### src/rtl/multi_key_detector_if.sv
// rtl/multi_key_detector_if.sv - key detector bus: raw key levels in, debounced levels/pulses/key code out
interface multi_key_detector_if #(
  parameter int N_KEYS = 4
);
  localparam int CODE_W = (N_KEYS > 1) ? $clog2(N_KEYS) : 1;

  logic [N_KEYS-1:0] sw_in;
  logic [N_KEYS-1:0] key_state;
  logic [N_KEYS-1:0] key_press;
  logic [N_KEYS-1:0] key_release;
  logic              key_valid;
  logic [CODE_W-1:0] key_code;
  logic              key_multi;

  modport master (
    output sw_in,
    input  key_state, key_press, key_release, key_valid, key_code, key_multi
  );

  modport slave (
    input  sw_in,
    output key_state, key_press, key_release, key_valid, key_code, key_multi
  );
endinterface

### src/rtl/multi_key_detector.sv
// rtl/multi_key_detector.sv - N-channel sync/debounce key detector with press encoder; KEY_AUTOREPEAT_EN adds auto-repeat
module multi_key_detector #(
  parameter int N_KEYS        = 4,
  parameter int DB_CYCLES     = 4,
  parameter int REPEAT_DELAY  = 20,
  parameter int REPEAT_PERIOD = 8
) (
  input logic                 clk,
  input logic                 reset,
  multi_key_detector_if.slave key_bus
);
  localparam int CNT_W  = $clog2(DB_CYCLES + 1);
  localparam int CODE_W = (N_KEYS > 1) ? $clog2(N_KEYS) : 1;
  localparam logic [CNT_W-1:0] CNT_LAST = CNT_W'(DB_CYCLES - 1);

  logic [N_KEYS-1:0] r_sync1;
  logic [N_KEYS-1:0] r_sync2;
  logic [N_KEYS-1:0] r_state;
  logic [N_KEYS-1:0] r_press;
  logic [N_KEYS-1:0] r_release;
  logic [CNT_W-1:0]  r_cnt [N_KEYS];
  logic              r_valid;
  logic [CODE_W-1:0] r_code;
  logic              r_multi;

  logic [N_KEYS-1:0] w_toggle;
  logic [N_KEYS-1:0] w_repeat;
  logic [CODE_W-1:0] w_code;
  logic              w_multi;

  // Toggle on the cycle the mismatch count would reach DB_CYCLES
  always_comb begin
    w_toggle = '0;
    for (int i = 0; i < N_KEYS; i++) begin
      w_toggle[i] = (r_sync2[i] != r_state[i]) && (r_cnt[i] == CNT_LAST);
    end
  end

  always_ff @(posedge clk) begin
    if (!reset) begin
      r_sync1   <= '0;
      r_sync2   <= '0;
      r_state   <= '0;
      r_press   <= '0;
      r_release <= '0;
      for (int i = 0; i < N_KEYS; i++) begin
        r_cnt[i] <= '0;
      end
    end else begin
      r_sync1   <= key_bus.sw_in;
      r_sync2   <= r_sync1;
      r_state   <= r_state ^ w_toggle;
      r_press   <= (w_toggle & ~r_state) | w_repeat;
      r_release <= w_toggle & r_state;
      for (int i = 0; i < N_KEYS; i++) begin
        if ((r_sync2[i] == r_state[i]) || w_toggle[i]) begin
          r_cnt[i] <= '0;
        end else begin
          r_cnt[i] <= r_cnt[i] + 1'b1;
        end
      end
    end
  end

`ifdef KEY_AUTOREPEAT_EN
  localparam int HOLD_MAX = (REPEAT_DELAY > REPEAT_PERIOD) ? REPEAT_DELAY : REPEAT_PERIOD;
  localparam int HOLD_W   = $clog2(HOLD_MAX);
  localparam logic [HOLD_W-1:0] HOLD_DELAY  = HOLD_W'(REPEAT_DELAY - 1);
  localparam logic [HOLD_W-1:0] HOLD_PERIOD = HOLD_W'(REPEAT_PERIOD - 1);

  logic [HOLD_W-1:0] r_hold [N_KEYS];

  // Down-counter per held key; a release toggle wins over a due repeat
  always_comb begin
    w_repeat = '0;
    for (int i = 0; i < N_KEYS; i++) begin
      w_repeat[i] = r_state[i] && !w_toggle[i] && (r_hold[i] == '0);
    end
  end

  always_ff @(posedge clk) begin
    if (!reset) begin
      for (int i = 0; i < N_KEYS; i++) begin
        r_hold[i] <= '0;
      end
    end else begin
      for (int i = 0; i < N_KEYS; i++) begin
        if (w_toggle[i]) begin
          r_hold[i] <= r_state[i] ? '0 : HOLD_DELAY;
        end else if (r_state[i]) begin
          r_hold[i] <= (r_hold[i] == '0) ? HOLD_PERIOD : r_hold[i] - 1'b1;
        end
      end
    end
  end
`else
  assign w_repeat = '0;
`endif

  always_comb begin
    w_code = '0;
    for (int i = N_KEYS - 1; i >= 0; i--) begin
      if (r_press[i]) begin
        w_code = CODE_W'(i);
      end
    end
    w_multi = ((r_press & (r_press - 1'b1)) != '0);
  end

  always_ff @(posedge clk) begin
    if (!reset) begin
      r_valid <= 1'b0;
      r_code  <= '0;
      r_multi <= 1'b0;
    end else begin
      r_valid <= |r_press;
      r_code  <= w_code;
      r_multi <= w_multi;
    end
  end

  assign key_bus.key_state   = r_state;
  assign key_bus.key_press   = r_press;
  assign key_bus.key_release = r_release;
  assign key_bus.key_valid   = r_valid;
  assign key_bus.key_code    = r_code;
  assign key_bus.key_multi   = r_multi;
endmodule

### src/flat_wrapper.sv
// flat-port wrapper written by rule: the top's interface ports become plain ports
module multi_key_detector_flat 
#(
  parameter int N_KEYS        = 4,
  parameter int DB_CYCLES     = 4,
  parameter int REPEAT_DELAY  = 20,
  parameter int REPEAT_PERIOD = 8
)
  (clk, reset, key_bus_sw_in, key_bus_key_state, key_bus_key_press, key_bus_key_release, key_bus_key_valid, key_bus_key_code, key_bus_key_multi);
  multi_key_detector_if #(.N_KEYS(N_KEYS)) key_bus_i ();
  input logic clk;
  input logic reset;
  input wire logic [$bits(key_bus_i.sw_in)-1:0] key_bus_sw_in;
  output wire logic [$bits(key_bus_i.key_state)-1:0] key_bus_key_state;
  output wire logic [$bits(key_bus_i.key_press)-1:0] key_bus_key_press;
  output wire logic [$bits(key_bus_i.key_release)-1:0] key_bus_key_release;
  output wire logic [$bits(key_bus_i.key_valid)-1:0] key_bus_key_valid;
  output wire logic [$bits(key_bus_i.key_code)-1:0] key_bus_key_code;
  output wire logic [$bits(key_bus_i.key_multi)-1:0] key_bus_key_multi;
  assign key_bus_i.sw_in = key_bus_sw_in;
  assign key_bus_key_state = key_bus_i.key_state;
  assign key_bus_key_press = key_bus_i.key_press;
  assign key_bus_key_release = key_bus_i.key_release;
  assign key_bus_key_valid = key_bus_i.key_valid;
  assign key_bus_key_code = key_bus_i.key_code;
  assign key_bus_key_multi = key_bus_i.key_multi;
  multi_key_detector #(.N_KEYS(N_KEYS), .DB_CYCLES(DB_CYCLES), .REPEAT_DELAY(REPEAT_DELAY), .REPEAT_PERIOD(REPEAT_PERIOD)) u_core (.clk(clk), .reset(reset), .key_bus(key_bus_i));
endmodule
### config.mk
export PLATFORM = sky130hd
export DESIGN_NAME = multi_key_detector_flat
export DESIGN_NICKNAME = d
export VERILOG_FILES = /design/src/rtl/multi_key_detector_if.sv /design/src/rtl/multi_key_detector.sv /design/src/flat_wrapper.sv
export SDC_FILE = /design/constraint.sdc
export NUM_CORES = 1
export LEC_CHECK = 0
export ABC_CLOCK_PERIOD_IN_PS = 2000
export BUFFER_PORTS_ARGS = -buffer_cell sky130_fd_sc_hd__buf_4
export CAP_MARGIN = 20
export CORE_ASPECT_RATIO = 2
export CORE_MARGIN = 5
export CORE_UTILIZATION = 50
export CTS_BUF_LIST = sky130_fd_sc_hd__clkbuf_4
export CTS_CLUSTER_SIZE = 20
export DETAILED_ROUTE_END_ITERATION = 7
export GPL_TIMING_DRIVEN = 0
export MAX_ROUTING_LAYER = met4
export PLACE_DENSITY_LB_ADDON = 0.12
export SLEW_MARGIN = 20
export SYNTH_ARGS = -nofsm -noshare
export SYNTH_HDL_FRONTEND = slang
export SYNTH_SLANG_ARGS = --single-unit
export TNS_END_PERCENT = 100
### constraint.sdc
create_clock -name clk -period 2 [get_ports clk]
set_input_delay 0.4 -clock clk [delete_from_list [all_inputs] [get_ports clk]]
set_output_delay 0.4 -clock clk [all_outputs]
set_load 0.02 [all_outputs]
==> reports/metrics.csv, run 1 <==
metric;value;unit
htreeDepth;2;
syn_area;1360;µm²
die-area;3930;µm²
coreArea;2600;µm²
antenna-diode-count;0;
cp_max_fo;3;
synth.area.top_cells;dfxtp_1 35%, edfxtp_1 26%, ha_1 7.4%, nor3b_1 6.6%, and2_1 3.7%;
tritoncts;yes;
ys_seq_elements;36;
setup_viol_count_final;0;
yosysTopAreaCell;dfxtp_1;
leakagePower;0.693;nW
cts_setup_buffers;0;
drv_cap;0;
overflow;0;
via_count;847;
clock_sinks;36;
hold_path.class;input pin to flip-flop;
synth_warnings;0;
rr_worst_depth;4;
syn_inst;109;
port_buffers;21;
cp-end-kind;flip-flop;
grtUsageTotal;0.133;
synth_seq_area_share;0.618;
num_rows;26;
crit_arrival;1580;ps
p_per_area;736;nW/µm²
synthMuxAreaShare;0.0294;
synth_compound_area_frac;0.0166;
synth.avg_cell_area;12.5;µm²
fmax;712;MHz
initial_utilization;0.523;
ant_nets;0;
slew_viol_final;0;
holdBufCountCts;0;
yosys.cell_types.count;21;
rsz0062_at_grt;false;
clk_latency;340;ps
fin_setup_tns;0;ps
wl_per_cell;12.4;µm
hold_viol;0;
crit_type;flip-flop to flip-flop;
gp_congestion;0.661;
die_h;83.8;µm
area_growth;21.1;%
skew;12.6;ps
required;2170;ps
pin_count;22;
clockBufferDepth;2;
yosys.area_share.adder;0.0810;
numCtsBuffers;5;
yosys.area_share.simple;0.201;
grt_first_pass_wirelength;3.51;mm
drive_above_1_share;0.195;
grt_pass1_vias;825;
whs_path_depth;2;
vias_per_cell;4.79;
synth_top_area_frac;0.353;
cp-start-kind;flip-flop;
grt_start_max_net_pins;12;
drt_drc_violations_left;0;
clockRootBuffer;clkbuf_4;
min_period;1400;ps
hpwl;1.67;mm
dr.first_iter.drc_count;4;
cts_resized;0;
antenna_found_initial;0;
fin_ws;596;ps
nNetsFinal;162;
dpl_worst_slack;593;ps
synth_top_family_by_area;simple AND/OR/NAND/NOR gates;
drt_wl_total;2.20;mm
status;completed;
period_share;0.702;
drtPass1Iterations;3;
clk_pin_slew;110;ps
die_w;46.9;µm
yosys.area_share.xor_xnor;0.0258;
ir_worst_vdd;481;µV
where the power goes:
part	internal, W	switching [W]	total [W]
clock	0.000144	0.000222	0.000366
combinational	0.0000305	0.0000308	0.0000613
sequential	0.000774	0.00000978	0.000784
through the flow:
step	std cells	utilization	total power (W)	instance area (µm²)	hold WS [ps]
floorplan	120	-	0.000841	1400	412
global placement	169	0.613	0.000860	1590	417
detailed placement	169	0.613	0.000863	1590	420
CTS	177	0.633	0.00123	1650	259
global route	177	0.633	0.00128	1650	260
finish	177	0.633	0.00121	1650	272
synthesized netlist by cell type (all sizes together):
cell and n:
a21oi 1, and2 8, buf 2, conb 1, dfxtp 24, edfxtp 12
ha 8, inv 5, maj3 1, mux2i 4, nand2 4, nand2b 6
nor2 1, nor2b 4, nor3 9, nor3b 12, o211a 1, o21a 1
or3 1, xnor2 4
area by class of cell:
| type | count | area [µm²] |
|---|---|---|
| Clock inverter | 2 | 7.51 |
| Timing Repair Buffer | 21 | 158 |
| Buffer | 2 | 16.3 |
| Sequential cell | 36 | 841 |
| Clock buffer | 6 | 45.0 |
| Tap cell | 28 | 35.0 |
| Fill cell | 242 | 956 |
| Multi-Input combinational cell | 77 | 526 |
| Inverter | 5 | 18.8 |
cell families (layout without fill, tap and decap cells):
kind of cell | after synthesis | in the layout
multiplexers | 4 | 4
buffers and inverters | 7 | 36
adder cells (fa/ha/maj) | 9 | 9
AO/OA/AOI/OAI | 3 | 3
other | 1 | 12
XOR/XNOR | 4 | 4
flip-flops | 36 | 36
AND/OR/NAND/NOR | 45 | 45
placed cells by master (no fill, tap or decap), drive strengths merged, types with 2 or more instances in the layout:
master / n
nor2b: 4
dfxtp: 24
nand2: 4
nor3: 9
nor3b: 12
conb: 12
and2: 8
inv: 5
xnor2: 4
ha: 8
clkbuf: 6
clkinv: 2
nand2b: 6
buf: 23
mux2i: 4
edfxtp: 12
final timing paths:
path                                     from                                to  slack [ps]
max          u_core.r_cnt[1][0]$_SDFFCE_PN0P_  u_core.r_cnt[1][1]$_SDFFCE_PN0P_         600
min                          key_bus_sw_in[3]      u_core.r_sync1[3]$_SDFF_PN0_         270
max reg2reg  u_core.r_cnt[1][0]$_SDFFCE_PN0P_  u_core.r_cnt[1][1]$_SDFFCE_PN0P_         600
min reg2reg      u_core.r_sync1[1]$_SDFF_PN0_      u_core.r_sync2[1]$_SDFF_PN0_         430
metal layers:
metal | global-route usage | wire [µm] | vias to the layer above
li1 | - | - | 440
met1 | 0.133 | 839 | 379
met2 | 0.206 | 1190 | 23
met3 | 0.0605 | 122 | 5
met4 | 0.0680 | 55 | 0
met5 | - | 0 | -
worst max-delay path: stages (launching register included):
cell,delay [ps]
edfxtp_1,410
ha_1,210
ha_1,210
nand2b_1,190
nor3b_1,220
Power figures use the tool's default switching activity.
==> inputs of run 2 (changes only) <==
--- a/config.mk
+++ b/config.mk
@@ -5,7 +5,7 @@
 export SDC_FILE = /design/constraint.sdc
 export NUM_CORES = 1
 export LEC_CHECK = 0
-export ABC_CLOCK_PERIOD_IN_PS = 2000
+export ABC_CLOCK_PERIOD_IN_PS = 1210
 export BUFFER_PORTS_ARGS = -buffer_cell sky130_fd_sc_hd__buf_4
 export CAP_MARGIN = 20
 export CORE_ASPECT_RATIO = 2
==> constraint.sdc (replaced) <==
create_clock -name clk -period 1.21 [get_ports clk]
set_input_delay 0.242 -clock clk [delete_from_list [all_inputs] [get_ports clk]]
set_output_delay 0.242 -clock clk [all_outputs]
set_load 0.02 [all_outputs]
==> reports/metrics.csv, run 2 (synthesized netlist as in run 1, its figures left out) <==
metric;value;unit;change
initial_utilization;0.523;;unchanged
clockRootBuffer;clkbuf_4;;
crit_type;flip-flop to flip-flop;;
port_buffers;21;;unchanged
crit_arrival;1520;ps;-60 ps
cp-end-kind;flip-flop;;
vias_per_cell;4.94;;+3.1%
p_per_area;1100;nW/µm²;+50%
skew;15.9;ps;+3.24 ps
clock_sinks;36;;unchanged
grtUsageTotal;0.152;;+0.0193
required;1440;ps;-730 ps
gp_congestion;0.701;;+6.0%
htreeDepth;2;;unchanged
cp_max_fo;2;;-1
tritoncts;yes;;
pin_count;22;;unchanged
r2r_start;u_core.r_cnt[3][0]$_SDFFCE_PN0P_;;
via_count;918;;+8.4%
nNetsFinal;171;;+5.6%
leakagePower;0.766;nW;+11%
hold_viol;0;;unchanged
slowest_delay;410;ps;about the same
grt_start_max_net_pins;12;;unchanged
slew_viol_final;0;;unchanged
drive_above_1_share;0.468;;+0.274
numCtsBuffers;5;;unchanged
final_common_cell;buf_4;;
ant_nets;0;;unchanged
cp_cell_sequence;ha_2, ha_4, buf_6, mux2i_2, nor2b_1;;
min_period;1290;ps;-112 ps
die_h;83.8;µm;unchanged
die-area;3930;µm²;unchanged
grt_pass1_vias;935;;+13%
hold_path.class;input pin to flip-flop;;
status;finished with violations;;
overflow;0;;unchanged
grt_first_pass_wirelength;4.21;mm;+20%
power;0.00211;W;+74%
clk_pin_slew;100;ps;about the same
drt_wl_total;2.58;mm;+17%
coreArea;2600;µm²;unchanged
fmax;774;MHz;+8.6%
fin_ws;-82.8;ps;-678 ps
area_growth;40.8;%;
drv_cap;0;;unchanged
clk_latency;340;ps;about the same
cp-start-kind;flip-flop;;
reg2reg_setup_slack;-80;ps;-680 ps
num_rows;26;;unchanged
violations;negative setup slack;;
die_w;46.9;µm;unchanged
rr_worst_depth;5;;+1
drtPass1Iterations;3;;unchanged
setup_viol_count_final;13;;+13
dr.first_iter.drc_count;19;;+15
clockBufferDepth;2;;unchanged
worst_pin_slew;512;ps;
crit_slowest_cell;edfxtp_1;;
dpl_worst_slack;-147;ps;-741 ps
maxSlewHeadroom;0.656;;
antenna_found_initial;0;;unchanged
drt_drc_violations_left;0;;unchanged
ir_worst_vdd;730;µV;+52%
rsz0062_at_grt;true;;
layout_common_cells;26 x buf_4, 18 x dfxtp_1, 12 x edfxtp_1, 12 x conb_1, 8 x and2_1;;
cp-startpoint;u_core.r_cnt[3][0]$_SDFFCE_PN0P_;;
antenna-diode-count;0;;unchanged
wl_per_cell;13.9;µm;+12%
period_share;1.07;;+0.366
hpwl;1.72;mm;+2.8%
## run 2: worst min-delay path by stage
stage | from | end | slack [ps] | cells past startpoint
detailed placement | u_core.r_sync1[3]$_SDFF_PN0_ | u_core.r_sync2[3]$_SDFF_PN0_ | 430 | 1
global route | key_bus_sw_in[3] | u_core.r_sync1[3]$_SDFF_PN0_ | 90 | 2
global placement | u_core.r_sync1[2]$_SDFF_PN0_ | u_core.r_sync2[2]$_SDFF_PN0_ | 420 | 1
finish | key_bus_sw_in[3] | u_core.r_sync1[3]$_SDFF_PN0_ | 110 | 2
CTS | key_bus_sw_in[3] | u_core.r_sync1[3]$_SDFF_PN0_ | 100 | 2
floorplan | key_bus_sw_in[0] | u_core.r_sync1[0]$_SDFF_PN0_ | 370 | 1
## run 2: critical path: cells and delay by family (launching register included)
family | cells | cell delay, ps
adders and majority gates | 2 | 370
buffers and inverters | 1 | 110
DFF | 1 | 410
muxes | 1 | 210
and+or+nand+nor | 1 | 70
## run 2: cell type report
cell class                      count  area [µm²]
Clock inverter                      1        5.00
Clock buffer                        7        52.6
Fill cell                         189         688
Tap cell                           28        35.0
Inverter                            5        18.8
Multi-Input combinational cell     77         698
Sequential cell                    36         848
Buffer                              2        16.3
Timing Repair Buffer               30         240
## run 2: repair_timing
item | 4_1_cts | 5_1_grt
hold buffers | 0 | 0
pin swaps | 9 | 5
setup endpoints to repair | 12 | 23
cloned | 0 | 0
setup buffers | 6 | 3
gates resized for setup | 19 | 16
## run 2: routing by layer
| layer | global-route usage | routed length [µm] |
|---|---|---|
| met1 | 0.161 | 957 |
| met3 | 0.0518 | 123 |
| met4 | 0.0605 | 72 |
| met5 | - | 0 |
| met2 | 0.247 | 1430 |
## run 2: report_power, final
group          leakage (nW)  switching (W)  internal [W]
Clock                0.0361       0.000372      0.000271
Sequential            0.322      0.0000181       0.00128
Combinational         0.408      0.0000808     0.0000871
Total                 0.766       0.000471       0.00164
## run 2: per-stage QoR
stage	std cells	TNS (ps)	utilization	instance area, µm²	hold WS [ps]
4_1_cts	183	-361	0.708	1840	97.5
6_report	186	-383	0.736	1910	114
2_1_floorplan	120	0	-	1440	369
5_1_grt	186	-1240	0.736	1910	89.4
3_3_place_gp	169	-395	0.628	1630	416
3_5_place_dp	169	-984	0.628	1630	429
